$ cat src/rtl/game_pkg.sv
// game_pkg: shared state encoding and timer sizing for the game-flow controller.
package game_pkg;
  typedef enum logic [1:0] {
    ST_INIT   = 2'd0,
    ST_SHOW   = 2'd1,
    ST_GAME   = 2'd2,
    ST_FINISH = 2'd3
  } state_t;
  function automatic int tmr_w(input int a, input int b, input int c);
    int m;
    m = a > b ? a : b;
    m = m > c ? m : c;
    return m < 1 ? 1 : $clog2(m + 1);
  endfunction
endpackage

$ cat src/rtl/btn_conditioner.sv
// btn_conditioner: two-flop synchroniser, DB_LEN-sample debounce and one-pulse on the debounced press.
module btn_conditioner #(
  parameter int DB_LEN = 4
) (
  input  logic clk,
  input  logic rst,
  input  logic i_btn,
  output logic o_pulse
);
  logic [1:0]        r_sync;
  logic [DB_LEN-1:0] r_sh;
  logic              r_db;
  logic              r_pulse;
  always_ff @(posedge clk) begin
    if (rst) begin
      r_sync  <= '0;
      r_sh    <= '0;
      r_db    <= 1'b0;
      r_pulse <= 1'b0;
    end else begin
      r_sync  <= {r_sync[0], i_btn};
      r_sh    <= DB_LEN'({r_sh, r_sync[1]});
      r_db    <= (&r_sh) | (r_db & (|r_sh));
      r_pulse <= (&r_sh) & ~r_db;
    end
  end
  assign o_pulse = r_pulse;
endmodule

$ cat src/rtl/game_flow_ctrl.sv
// game_flow_ctrl: INIT/SHOW/GAME/FINISH sequencer with key matching, time limit, miss limit and hints.
module game_flow_ctrl
  import game_pkg::*;
#(
  parameter int LEN       = 4,
  parameter int CODE_W    = 4,
  parameter int DB_LEN    = 4,
  parameter int SHOW_CYC  = 100_000_000,
  parameter int TIME_CYC  = 1_000_000_000,
  parameter int HINT_CYC  = 50_000_000,
  parameter int MAX_HINTS = 3,
  parameter int MAX_MISS  = 3
) (
  input  logic                  clk,
  input  logic                  rst,
  input  logic                  start_btn,
  input  logic                  hint_btn,
  input  logic                  key_valid,
  input  logic [CODE_W-1:0]     key_code,
  input  logic [LEN*CODE_W-1:0] target,
  output logic [1:0]            state,
  output logic [4:0]            pos,
  output logic                  show_en,
  output logic                  hint_on,
  output logic [3:0]            hints_left,
  output logic [3:0]            miss_cnt,
  output logic                  pass,
  output logic                  fail
);
  localparam int TW = tmr_w(SHOW_CYC, TIME_CYC, HINT_CYC);
  logic                  w_start_p, w_hint_p;
  state_t                r_state, w_state;
  logic [LEN*CODE_W-1:0] r_tgt, w_tgt;
  logic [TW-1:0]         r_tmr, w_tmr, r_htmr, w_htmr;
  logic [4:0]            r_pos, w_pos;
  logic [3:0]            r_miss, w_miss, r_hints, w_hints;
  logic                  r_hint_on, w_hint_on, r_show, w_show, r_pass, w_pass, r_fail, w_fail;
  logic [CODE_W-1:0]     w_exp;
  logic                  w_hit, w_win, w_lose;
  btn_conditioner #(.DB_LEN(DB_LEN)) u_start (.clk(clk), .rst(rst), .i_btn(start_btn), .o_pulse(w_start_p));
  btn_conditioner #(.DB_LEN(DB_LEN)) u_hint  (.clk(clk), .rst(rst), .i_btn(hint_btn),  .o_pulse(w_hint_p));
  assign w_exp = r_tgt[r_pos[3:0]*CODE_W +: CODE_W];
  always_comb begin
    w_state   = r_state;
    w_tgt     = r_tgt;
    w_tmr     = r_tmr;
    w_htmr    = r_htmr;
    w_pos     = r_pos;
    w_miss    = r_miss;
    w_hints   = r_hints;
    w_hint_on = r_hint_on;
    w_show    = r_show;
    w_pass    = r_pass;
    w_fail    = r_fail;
    w_hit     = key_valid && key_code == w_exp;
    w_win     = r_state == ST_GAME && w_hit && r_pos == 5'(LEN-1);
    // a winning key beats both the miss limit and the timeout in the same cycle
    w_lose    = r_state == ST_GAME && ((key_valid && !w_hit && r_miss == 4'(MAX_MISS-1)) || r_tmr == '0);
    case (r_state)
      ST_INIT: if (w_start_p) begin
        w_state = ST_SHOW;
        w_tgt   = target;
        w_tmr   = TW'(SHOW_CYC);
        w_show  = 1'b1;
      end
      ST_SHOW: if (w_start_p || (SHOW_CYC != 0 && r_tmr == '0)) begin
        w_state = ST_GAME;
        w_pos   = '0;
        w_miss  = '0;
        w_hints = 4'(MAX_HINTS);
        w_tmr   = TW'(TIME_CYC);
        w_show  = 1'b0;
      end else begin
        w_tmr = r_tmr == '0 ? r_tmr : r_tmr - 1'b1;
      end
      ST_GAME: begin
        w_tmr = r_tmr == '0 ? r_tmr : r_tmr - 1'b1;
        if (r_hint_on) begin
          w_hint_on = r_htmr != '0;
          w_htmr    = r_htmr == '0 ? r_htmr : r_htmr - 1'b1;
        end else if (w_hint_p && r_hints != '0) begin
          w_hint_on = 1'b1;
          w_hints   = r_hints - 1'b1;
          w_htmr    = TW'(HINT_CYC);
        end
        if (key_valid) begin
          w_pos  = w_hit ? r_pos + 1'b1 : '0;
          w_miss = w_hit ? r_miss : r_miss + 1'b1;
        end
        w_show = w_hint_on;
        if (w_win || w_lose) begin
          w_state   = ST_FINISH;
          w_pass    = w_win;
          w_fail    = !w_win;
          w_hint_on = 1'b0;
          w_show    = 1'b0;
          w_htmr    = '0;
        end
      end
      default: if (w_start_p) begin
        w_state = ST_INIT;
        w_tgt   = '0;
        w_tmr   = '0;
        w_htmr  = '0;
        w_pos   = '0;
        w_miss  = '0;
        w_hints = '0;
        w_pass  = 1'b0;
        w_fail  = 1'b0;
      end
    endcase
  end
  always_ff @(posedge clk) begin
    if (rst) begin
      r_state   <= ST_INIT;
      r_tgt     <= '0;
      r_tmr     <= '0;
      r_htmr    <= '0;
      r_pos     <= '0;
      r_miss    <= '0;
      r_hints   <= '0;
      r_hint_on <= 1'b0;
      r_show    <= 1'b0;
      r_pass    <= 1'b0;
      r_fail    <= 1'b0;
    end else begin
      r_state   <= w_state;
      r_tgt     <= w_tgt;
      r_tmr     <= w_tmr;
      r_htmr    <= w_htmr;
      r_pos     <= w_pos;
      r_miss    <= w_miss;
      r_hints   <= w_hints;
      r_hint_on <= w_hint_on;
      r_show    <= w_show;
      r_pass    <= w_pass;
      r_fail    <= w_fail;
    end
  end
  assign state      = r_state;
  assign pos        = r_pos;
  assign show_en    = r_show;
  assign hint_on    = r_hint_on;
  assign hints_left = r_hints;
  assign miss_cnt   = r_miss;
  assign pass       = r_pass;
  assign fail       = r_fail;
endmodule

$ cat config.mk
export PLATFORM = sky130hd
export DESIGN_NAME = game_flow_ctrl
export DESIGN_NICKNAME = d
export VERILOG_FILES = /design/src/rtl/game_pkg.sv /design/src/rtl/btn_conditioner.sv /design/src/rtl/game_flow_ctrl.sv
export SDC_FILE = /design/constraint.sdc
export NUM_CORES = 1
export LEC_CHECK = 0
export ABC_AREA = 1
export BUFFER_PORTS_ARGS = -buffer_cell sky130_fd_sc_hd__buf_4
export CORE_MARGIN = 2
export CORE_UTILIZATION = 51
export CTS_BUF_LIST = sky130_fd_sc_hd__clkbuf_4 sky130_fd_sc_hd__clkbuf_8
export CTS_CLUSTER_SIZE = 20
export DETAILED_ROUTE_END_ITERATION = 8
export HOLD_SLACK_MARGIN = 0.15
export PLACE_DENSITY = 0.82
export SETUP_SLACK_MARGIN = 0.2
export SYNTH_ARGS = -nofsm -noshare
export SYNTH_HDL_FRONTEND = slang
export SYNTH_SLANG_ARGS = --single-unit
$ cat constraint.sdc
create_clock -name clk -period 2.1 [get_ports clk]
set_input_delay 0.525 -clock clk [delete_from_list [all_inputs] [get_ports clk]]
set_output_delay 0.525 -clock clk [all_outputs]
set_load 0.05 [all_outputs]
==> flow_metrics.py <==
metrics = {
    "sta": {
        "max_freq_mhz": 435,
        "tightestPinTransition_ns": 0.552,
        "fin_ws_ns": -0.199,
        "fin_crit_ns": 2.30,
        "relSlewSlack_pct": 62.9,
        "setup_tns_ns": -6.03,
        "drv_slew": 0,
        "period_share_pct": 109,
        "finalSetupViolations": 44,
        "hold_viol": 0,
        "clock_skew_ns": 0.0185,
        "rsz0062_at_grt": "yes",
    },
    "synthesis": {
        "synth_cell_types": 40,
        "yosysWarnings": 0,
        "synth.net_count": 1066,
        "post_synth.cell_area_avg_sq_um": 6.44,
        "yosysSeqAreaShare_pct": 33.5,
        "yosys.area.top_type": "dfxtp_1",
        "syn_inst": 1029,
        "ys_ff_latch": 111,
        "synth_area_sq_um": 6630,
        "yosys-top-cells-area": "dfxtp_1, nand2_1, nor2_1",
        "synth.top_cell.area_share_pct": 33.5,
    },
    "grt": {
        "grt_pass1_wl_microns": 32100,
        "grt_overflow": 0,
        "grt_pass1_vias": 6790,
        "antenna_found_initial": 0,
        "grt_use_total_pct": 28.2,
        "grt_max_degree": 45,
    },
    "pwr": {
        "vdd_ir_drop_max_uv": 554,
        "p_comb_share_pct": 3.4,
        "intPower_w": 0.00286,
        "cellPowerDensity_nw_per_um2": 412,
        "leakage_nw": 4.22,
        "power_frac_seq_pct": 55.2,
        "switchingPower_w": 0.000957,
        "clockPowerShare_pct": 41.4,
        "p_sw_share_pct": 25.1,
    },
    "worst_setup_path": {
        "path_common_cell": "nand2_2",
        "crit_family": "simple AND/OR/NAND/NOR gates",
        "arrival_ns": 2.62,
        "reg2reg_depth": 17,
        "path_class": "reg2reg",
        "cp.depth": 17,
        "critical_path.max_stage_delay_ns": 0.44,
        "worstPathCellList": "inv_6 > nand2_1 > nand3_2 > nand2_2 > nand2_2 > nand2_2 > nand2_2 > nor2_4 > nand2_2 > nand2_2 > nand2_4 > o21bai_4 > buf_6 > buf_16 > nand3_1 > nand2_1 > nor2_1",
        "cp-end-kind": "flip-flop",
        "critPathRequiredTime_ns": 2.42,
        "cp_slowest_cell": "dfxtp_4",
        "path_max_fanout": 9,
        "start_kind": "flip-flop",
        "path_buf_inv": 3,
    },
    "route": {
        "drc": 0,
        "ant_nets": 0,
        "wl_microns": 24900,
        "dr.pass1.iters": 9,
        "routedWlPerCell_microns": 18.7,
        "drtIter0Drc": 963,
        "post_drt_via_cell_ratio": 5.99,
        "num_vias": 7990,
    },
    "place": {
        "globalplace.congestion": 0.943,
        "place_ws_ns": -0.0471,
        "placed_cell_area_sq_um": 7520,
        "place_hpwl_microns": 13300,
        "io_buffers": 43,
    },
    "clock_network": {
        "clockBufferDepth": 2,
        "clkSlewWorstSetupHoldPaths_ns": 0.13,
        "postCtsHoldBufs": 0,
        "cts.sinks": 111,
        "clk_latency_ns": 0.42,
        "cts_buffers": 9,
        "cts_tree": "built",
        "root_buffer": "clkbuf_8",
        "htree_num_levels": 3,
    },
    "final_layout": {
        "nets": 1194,
        "final_common_cell": "nand2_1",
        "design_area_sq_um": 9270,
        "layout_common_cells": "nand2_1, buf_4, inv_1, nor2_1, dfxtp_1",
        "nFillCells": 835,
        "multi_input_area_sq_um": 4650,
        "diodes": 0,
        "seqCellArea_sq_um": 2270,
        "final_core_util_pct": 73.2,
        "syn_to_final_growth_pct": 39.8,
        "drive_above_1_share_pct": 36.0,
    },
    "floorplan": {
        "num_io_pins": 44,
        "num_rows": 41,
        "die_area_sq_um": 13900,
        "die_y_microns": 118,
        "initial_core_util_pct": 52.3,
        "core_area_sq_um": 12700,
        "die_width_microns": 118,
    },
    "status": {
        "violations": "negative setup slack",
        "status": "finished, violations left",
    },
    "hold_path": {
        "hp-class": "in2reg",
        "hold_depth": 3,
    },
    "run": {
        "cap_viol_max_count": 0,
    },
}
-- final cells by class --
| cell class | count | share of cell area [%] |
|---|---|---|
| tap | 172 | 2.32 |
| timing repair inverter | 1 | 0.0810 |
| clock inverter | 7 | 1.20 |
| clock buffer | 9 | 1.34 |
| inverter | 138 | 5.90 |
| timing repair buffer | 150 | 14.5 |
| multi-input combinational | 746 | 50.2 |
| sequential | 111 | 24.4 |
-- kinds of logic after synthesis --
family	after synthesis	synth area share (%)
xor gates and xnor gates	37	4.89
AOI/OAI and AO/OA	126	10.8
adders and majority gates	12	2.26
DFF	111	33.5
buffers and inverters	173	10.3
and+or+nand+nor	570	38.2
-- worst paths after layout --
path / start / end / slack, ns
max: pos[0] / r_htmr[24] / -0.20
min: start_btn / u_start.r_sync[0] / 0.31
max reg2reg: pos[0] / r_htmr[24] / -0.20
min reg2reg: u_hint.r_sync[1] / u_hint.r_sh[0] / 0.42
-- synthesized netlist by cell type --
cell type	count
nor3_1	20
or2_1	1
ha_1	12
nand2_1	222
buf_6	3
o21ai_2	1
nand4_2	1
o21bai_4	1
nand3_2	1
nor2_2	5
nor3b_1	5
a211oi_1	20
nor2_1	160
dfxtp_1	111
nand4_1	25
and2_1	7
xor2_1	33
or2_2	4
o211ai_1	2
o21ai_0	34
nor4_2	1
nor4_1	7
nor2_4	3
a31oi_1	5
and2_0	9
nand3b_1	8
nand2_4	1
inv_1	132
buf_2	10
inv_2	4
buf_1	3
xnor2_1	4
a21oi_1	61
nand3_1	83
clkbuf_1	19
nand2_2	6
clkinv_1	2
and3_1	1
o21a_1	1
o31ai_1	1
-- worst min-delay path, stage by stage --
cell and delay, ns:
buf_4 0.07, inv_1 0.03, nor2_1 0.06
-- power by group through the flow --
stage | Combinational (W) | Clock (W) | Sequential [W]
4_1_cts | 0.000109 | 0.00156 | 0.00211
3_3_place_gp | 0.0000982 | 0 | 0.00216
6_report | 0.000131 | 0.00158 | 0.00211
5_1_grt | 0.000137 | 0.00164 | 0.00211
2_1_floorplan | 0.0000478 | 0 | 0.00215
3_5_place_dp | 0.000101 | 0 | 0.00216
-- timing repair --
item	in CTS	in global routing
pin swaps	10	86
hold endpoints to repair	0	0
setup endpoints to repair	81	95
gates resized for setup	63	249
setup buffers	14	29
cloned	2	5
-- metal layers --
layer	up-vias	routed length (microns)	track usage, %
li1	3568	-	-
met1	3652	9300	34.5
met2	591	11600	48.1
met3	179	2300	5.57
met4	0	1740	12.0
met5	-	0	0
-- state kept, by name, indices dropped and copies added (netlist names), 2 cells and up --
register,count
r_htmr,30
u_start.r_sync,2
miss_cnt,4
u_start.r_sh,4
u_hint.r_sync,2
r_tmr,30
u_hint.r_sh,4
state,2
r_tgt,16
pos,5
hints_left,4
-- through the flow --
stage               power (W)  cells  hold slack [ns]
floorplan             0.00220   1029            0.388
global placement      0.00225   1268            0.390
detailed placement    0.00226   1268            0.403
CTS                   0.00378   1300            0.312
global route          0.00388   1334            0.319
finish                0.00382   1334            0.311
(Power assumes the default switching activity.)
